`src/rtl/if_id_skid_pkg.sv`:
```
// Shared constants for the IF->ID pipeline register with skid buffer.
package if_id_skid_pkg;

  localparam int ADDR_W_DEF = 32;
  localparam int INST_W_DEF = 32;

  localparam logic [31:0] NOP_INST_DEF = 32'h0000_0000;

  localparam logic RST_ACT = 1'b0;

  localparam logic [1:0] ST_EMPTY = 2'd0;
  localparam logic [1:0] ST_ONE   = 2'd1;
  localparam logic [1:0] ST_TWO   = 2'd2;

endpackage

```
`src/rtl/if_id_skid_pipe_payload_reg.sv`:
```
// Width-parametrised payload register with load enable and clear.
module pipe_payload_reg
  import if_id_skid_pkg::*;
#(
  parameter int           W       = 64,
  parameter logic [W-1:0] CLR_VAL = '0
) (
  input  logic         clk,
  input  logic         rst,
  input  logic         en,
  input  logic         clr,
  input  logic [W-1:0] d,
  output logic [W-1:0] q
);

  always_ff @(posedge clk) begin
    if (rst == RST_ACT) begin
      q <= CLR_VAL;
    end else if (clr) begin
      q <= CLR_VAL;
    end else if (en) begin
      q <= d;
    end
  end

endmodule

```
`src/rtl/if_id_skid.sv`:
```
// IF->ID stage: valid/ready handshake, flush bubbles, optional skid.
module if_id_skid
  import if_id_skid_pkg::*;
#(
  parameter int                ADDR_W   = ADDR_W_DEF,
  parameter int                INST_W   = INST_W_DEF,
  parameter bit                SKID_EN  = 1'b1,
  parameter logic [INST_W-1:0] NOP_INST = NOP_INST_DEF[INST_W-1:0]
) (
  input  logic              clk,
  input  logic              rst,
  input  logic              if_valid,
  output logic              if_ready,
  input  logic [ADDR_W-1:0] if_pc,
  input  logic [INST_W-1:0] if_inst,
  input  logic              flush,
  output logic              id_valid,
  input  logic              id_ready,
  output logic [ADDR_W-1:0] id_pc,
  output logic [INST_W-1:0] id_inst,
  output logic [1:0]        occupancy
);

  localparam int PW = ADDR_W + INST_W;
  localparam logic [PW-1:0] BUBBLE = {{ADDR_W{1'b0}}, NOP_INST};

  logic [1:0]    st;
  logic [1:0]    st_n;
  logic          rdy_q;
  logic          accept;
  logic          drain;
  logic          m_ld;
  logic          m_clr;
  logic          m_from_s;
  logic          s_ld;
  logic [PW-1:0] in_pl;
  logic [PW-1:0] m_d;
  logic [PW-1:0] m_q;
  logic [PW-1:0] s_q;

  assign in_pl  = {if_pc, if_inst};
  assign accept = if_valid & if_ready;
  assign drain  = id_valid & id_ready;

  always_comb begin
    st_n     = st;
    m_ld     = 1'b0;
    m_clr    = 1'b0;
    m_from_s = 1'b0;
    s_ld     = 1'b0;
    if (flush) begin
      st_n  = ST_EMPTY;
      m_clr = 1'b1;
    end else begin
      unique case (st)
        ST_EMPTY: begin
          if (accept) begin
            st_n = ST_ONE;
            m_ld = 1'b1;
          end
        end
        ST_ONE: begin
          if (accept && drain) begin
            m_ld = 1'b1;
          end else if (accept) begin
            st_n = ST_TWO;
            s_ld = 1'b1;
          end else if (drain) begin
            st_n  = ST_EMPTY;
            m_clr = 1'b1;
          end
        end
        ST_TWO: begin
          if (drain) begin
            st_n     = ST_ONE;
            m_ld     = 1'b1;
            m_from_s = 1'b1;
          end
        end
        default: begin
          st_n  = ST_EMPTY;
          m_clr = 1'b1;
        end
      endcase
    end
  end

  // if_ready in skid mode is a flop tracking whether the next state is full
  always_ff @(posedge clk) begin
    if (rst == RST_ACT) begin
      st    <= ST_EMPTY;
      rdy_q <= 1'b1;
    end else begin
      st    <= st_n;
      rdy_q <= (st_n != ST_TWO);
    end
  end

  assign m_d = m_from_s ? s_q : in_pl;

  pipe_payload_reg #(
    .W       (PW),
    .CLR_VAL (BUBBLE)
  ) u_main (
    .clk (clk),
    .rst (rst),
    .en  (m_ld),
    .clr (m_clr),
    .d   (m_d),
    .q   (m_q)
  );

  generate
    if (SKID_EN) begin : g_skid
      pipe_payload_reg #(
        .W       (PW),
        .CLR_VAL (BUBBLE)
      ) u_skid (
        .clk (clk),
        .rst (rst),
        .en  (s_ld),
        .clr (1'b0),
        .d   (in_pl),
        .q   (s_q)
      );
      assign if_ready = rdy_q;
    end else begin : g_noskid
      assign s_q      = BUBBLE;
      assign if_ready = ~id_valid | id_ready;
    end
  endgenerate

  assign id_valid  = (st != ST_EMPTY);
  assign id_pc     = m_q[PW-1:INST_W];
  assign id_inst   = m_q[INST_W-1:0];
  assign occupancy = st;

endmodule

```
`config.mk`:
```
export PLATFORM = sky130hd
export DESIGN_NAME = if_id_skid
export DESIGN_NICKNAME = d
export VERILOG_FILES = /design/src/rtl/if_id_skid_pkg.sv /design/src/rtl/if_id_skid_pipe_payload_reg.sv /design/src/rtl/if_id_skid.sv
export SDC_FILE = /design/constraint.sdc
export NUM_CORES = 1
export LEC_CHECK = 0
export ABC_AREA = 0
export CORE_MARGIN = 3
export CORE_UTILIZATION = 45
export CTS_BUF_LIST = sky130_fd_sc_hd__clkbuf_16
export CTS_CLUSTER_DIAMETER = 120
export DETAILED_ROUTE_END_ITERATION = 10
export PLACE_DENSITY = 0.73
export SLEW_MARGIN = 25
export SYNTH_ARGS = -nofsm -noshare
export SYNTH_HDL_FRONTEND = slang
export SYNTH_SLANG_ARGS = --single-unit
```
`constraint.sdc`:
```
create_clock -name clk -period 2.76 [get_ports clk]
set_input_delay 0.552 -clock clk [delete_from_list [all_inputs] [get_ports clk]]
set_output_delay 0.552 -clock clk [all_outputs]
set_load 0.1 [all_outputs]
```
# After elaboration in Yosys (flattened, before gate mapping)
# Cells that the tools add are included.
# totals
word_cells	37
output_inout_bits	68
reg_bits	131
# classes
eq_ne	3
n_bitwise	3
n_reduce_logical	5
n_mux	22
# op_table
operator	count
64-bit 2-to-1 mux	1
1-bit 2-to-1 mux	12
2-bit 2-to-1 mux	6
2-bit one-hot mux with 3 select lines	1
2-bit OR reduction	2
1-bit one-hot mux with 3 select lines	1
1-bit bitwise AND	2
2-bit by 1-bit equality test with 1-bit output, second input constant	1
2-bit equality test, second input constant	1
2-bit zero test	1
2-bit != test, second input constant	1
1-bit one-hot mux with 2 select lines	1
2-bit nonzero test	1
1-bit logical AND	1
1-bit inverter	1

# Longest topological paths before layout
# logic_depth
depth_word	8
depth_mapped	7
ltp_nobuf	4

# Hierarchy
# Synthesis repeated with hierarchy kept, for this count alone.
# hier_totals
cells_unflattened	509
area_unflattened_um2	5889.4
# modules_own_cells
module	n_inst	seq_area_each_um2	area_per_inst_um2	cells_each
pipe_payload_reg	2	1281.2	2304.7	207
if_id_skid	1	60.1	1280.0	95

# Worst setup path after synthesis
# OpenSTA, ideal clock, no wires.
# synth_path
path_kind	register to register
start	register st[1] (netlist: occupancy[1])
end	register u_main.q[14]
synth_period_minus_slack_ns	2.288
setup_time_ns	0.130
path_stages_with_launch	8
path_buffers	3
arrival_time_ns	2.158
path_slack_ns	0.472
cell_sequence	dfxtp_1 buf_2 nand2_1 nand3b_1 a31o_2 clkbuf_1 buf_2 a211oi_2
# synth_between
elab_chain_cells	8
elab_cells_between_ends	19
cone_classes	eq/ne: 2; mux: 11; bitwise: 1; reduce/logical: 5
# synth_rtl
element	line_no	rtl
start, declared	if_id_skid.sv:27	logic [1:0] st;
start signal, assigned	if_id_skid.sv:94	st <= st_n;
2-bit nonzero test	if_id_skid.sv:133	assign id_valid = (st != ST_EMPTY);
1-bit bitwise AND	if_id_skid.sv:43	assign drain = id_valid & id_ready;
1-bit 2-to-1 mux	if_id_skid.sv:68, if_id_skid.sv:74	
1-bit 2-to-1 mux	if_id_skid.sv:65	end else if (accept) begin
1-bit 2-to-1 mux	if_id_skid.sv:63	if (accept && drain) begin
1-bit one-hot mux with 2 select lines	if_id_skid.sv:55	unique case (st)
1-bit 2-to-1 mux	if_id_skid.sv:51	if (flush) begin
2-bit OR reduction (no source line)	-	
end signal, assigned	if_id_skid_pipe_payload_reg.sv:18	q <= CLR_VAL;
end signal, assigned	if_id_skid_pipe_payload_reg.sv:20	q <= CLR_VAL;
end signal, assigned	if_id_skid_pipe_payload_reg.sv:22	q <= d;
end, declared	if_id_skid_pipe_payload_reg.sv:13	output logic [W-1:0] q
# Several ways; a longest one is shown, not always the timed one.
# A chain may end at the register's enable or synchronous reset.

# Worst setup path after layout
# layout_path
start	input id_ready
end	register u_main.q[27]
# layout_between
elab_chain_cells	7
elab_cells_between_ends	14
cone_classes	mux: 11; bitwise: 1; reduce/logical: 2
# layout_rtl
element	line_no	rtl
start, declared	if_id_skid.sv:18	input logic id_ready,
1-bit bitwise AND (*)	if_id_skid.sv:43	
1-bit 2-to-1 mux	if_id_skid.sv:68, if_id_skid.sv:74	
1-bit 2-to-1 mux	if_id_skid.sv:65	
1-bit 2-to-1 mux	if_id_skid.sv:63	
1-bit one-hot mux with 2 select lines	if_id_skid.sv:55	
1-bit 2-to-1 mux	if_id_skid.sv:51	
2-bit OR reduction (no source line)	-	
# Every way passes the cells marked *; elsewhere a longest branch is shown, timed or not.

==> impl_results.md <==
* Status: complete, no violations
* Worst slew pin tran at 0.616 ns
* Layout Nets at 771
* Clock Skew at 0.00600 ns
* Commonest non-fill, non-tap cell in the layout: dfxtp_1
* Sw Share at 0.287
* Antenna Diode Count at 0
* Detailed Place HPWL at 8.92 mm
* Final-report hold violation count at 0
* Hold crit path type: flip-flop to flip-flop
* WL/cell at 15.7 um
* Clock power share at 0.406
* Final period utilization at 0.749
* Number of hold buffers added after CTS at 0
* DRC viols at 0
* Worst-Skew Late Latency at 0.42 ns
* Critical path destination: u_main.q[27]$_SDFFE_PP0P_
* Internal reg-to-reg setup slack at 0.97 ns
* CTS Buf Count at 17
* Via count at 4534
* Initial antenna violation count at 0
* Cell area after synthesis at 5720 um2
* Chip Width at 119 um
* Max IR drop VDD at 0.000429 V
* Sequential area share after synthesis at 0.459
* Number of synthesized flops with an enable pin at 0
* Core Box Area at 12200 um2
* Final min period at 2.07 ns
* Drt first pass iters at 4
* Gr usage total at 0.201
* Worst flop-to-flop path endpoint: u_main.q[27]$_SDFFE_PP0P_
* First-pass GRT wire length at 22.9 mm
* Critical path arrival at 2.36 ns
* Setup violators final at 0
* Die ar. at 14100 um2
* Worst Path Required at 3.05 ns
* Max frequency at 0.484 GHz
* Clock root cell: clkbuf_16
* Critical path type: input port to flip-flop
* Net Sw Power at 1320 uW
* CTS tree: done
* Crit start category: input port
* Post-CTS Setup Inserts at 0
* Top area cells in the synthesized netlist: dfxtp_1, a211oi_2, mux2i_1
* Number of fill cells at 1056
* Clock buffer depth at 2
* Power density cells at 612 nW/um2
* Yosys reg bits at 131
* Syn Inst Count at 585
* Max_cap viols at 0
* Synth-to-Final Area Change at 31.2%
* Clock sink total at 131
* Commonest non-fill, non-tap cells in the layout: dfxtp_1, nand2_1, buf_4
* Max-slew violations at 0
* Largest net degree at the start of global routing at 65
* Async SR Flop Fraction at 0
* # rows at 40
* Critical Path Sink Type: flip-flop
* CP max FO at 30
* Vias/cell at 5.14
* RePlAce Congestion at 0.746
* Clock Pin Slew Worst Setup and Hold Paths at 0.05 ns
* Setup TNS at 0 ns
* Reg2reg path depth at 4
* Die Ht at 119 um
* Yosys warnings at 0
* Layout Utilization at 0.614
* Iter 0 DRT Violations at 230
* Leakage power at 0.00257 uW
* RSZ-0062 raised after global routing: false
* Initial core utilization at 0.468
* Port bufs at 136
* Post-Route WL at 13.8 mm
* Yosys top cell area share at 0.459
* Share of layout cells above drive strength 1 at 0.235
* Worst setup path start: id_ready
* Overflow after GRT at 0
* Post-cts resize count at 0
* Internal power at 3280 uW
* Mapped Nets at 654
* Vias in the first global route at 4651
* I/O pin count at 137
* Sequential share of power at 0.429
* Min-delay src: g_skid.u_skid.q[52]$_SDFFE_PN0P_
* Comb pwr share at 0.165
* Reg-to-reg startpoint: occupancy[1]$_SDFF_PN0_
* Cell taking the most area after synthesis: dfxtp_1
* Ys flop type: dfxtp_1
* Worst slew margin at 0.589
* Syn avg cell area at 9.78 um2
* Netlist cell types at 26
* DRT antenna net count at 0
* Depth of the CTS H-tree at 4
-- worst min-delay path by stage --
stage / slack (ns) / endpoint / cells after the start
after CTS: 0.46 / g_skid.u_skid.q[52]$_SDFFE_PN0P_ / 2
after global routing: 0.48 / g_skid.u_skid.q[10]$_SDFFE_PN0P_ / 2
after global placement: 0.44 / g_skid.u_skid.q[10]$_SDFFE_PN0P_ / 2
after floorplan: 0.43 / g_skid.u_skid.q[10]$_SDFFE_PN0P_ / 2
after detailed placement: 0.45 / g_skid.u_skid.q[52]$_SDFFE_PN0P_ / 2
final: 0.46 / g_skid.u_skid.q[52]$_SDFFE_PN0P_ / 2
-- synth_stat cells, drive strengths merged (2+ instances only) --
master / n
dfxtp: 131
nand2: 130
nor2: 66
mux2i: 65
a211oi: 64
a21boi: 64
buf: 35
clkbuf: 14
nand3b: 2
nor2b: 2
-- through the flow --
step	hold WS, ns	instance area [um2]	total power (uW)	setup slack (ns)	std cells
after floorplan	0.435	5720	2530	0.472	585
after global placement	0.440	7020	2750	0.385	851
after detailed placement	0.453	7020	2770	0.309	851
after CTS	0.461	7500	4630	0.744	882
after global routing	0.479	7500	4760	0.589	882
final	0.458	7500	4590	0.693	882
-- kinds of logic after synthesis --
logic type,after synthesis,share of synthesized area
muxes,65,0.114
xor gates and xnor gates,1,0.00153
buffers and inverters,49,0.0564
AOI/OAI and AO/OA,131,0.224
DFF,131,0.459
and+or+nand+nor,208,0.146
-- flip-flops by register name (all words and copies together), names as in the netlist --
register,flops
g_skid.u_skid.q,64
if_ready,1
occupancy,2
u_main.q,64
-- metal layers --
layer  up-vias  part of all wire  routed length, um  GRT usage
met5         -                 0                  0          0
met4         0             0.022                300     0.0804
met3        22             0.053                738     0.0617
met2       110              0.49               6780      0.343
met1      2158              0.44               6020      0.236
li1       2244                 -                  -          -
-- power groups by stage --
stage                     registers (uW)  logic [uW]  clock network, uW
after floorplan                     2290         244                  0
after global placement              2010         747                  0
after detailed placement            2010         760                  0
after CTS                           1970         762               1900
after global routing                1970         796               1990
final                               1970         757               1870
-- layout make-up --
class                   count  area [um2]  share of cell area
clock inverters            14        60.1             0.00801
multi-input cells         405        2810               0.375
flip-flops and latches    131        2620               0.350
well taps                 168         210              0.0280
repair buffers            147        1370               0.182
clock buffers              17         425              0.0567
-- critical path, stage by stage --
cell and delay (ns):
clkdlybuf4s50_1 0.65, and4bb_4 0.43, buf_12 0.28, mux2i_1 0.32, a211oi_2 0.11
No activity file was read; power rests on OpenSTA's default activity.
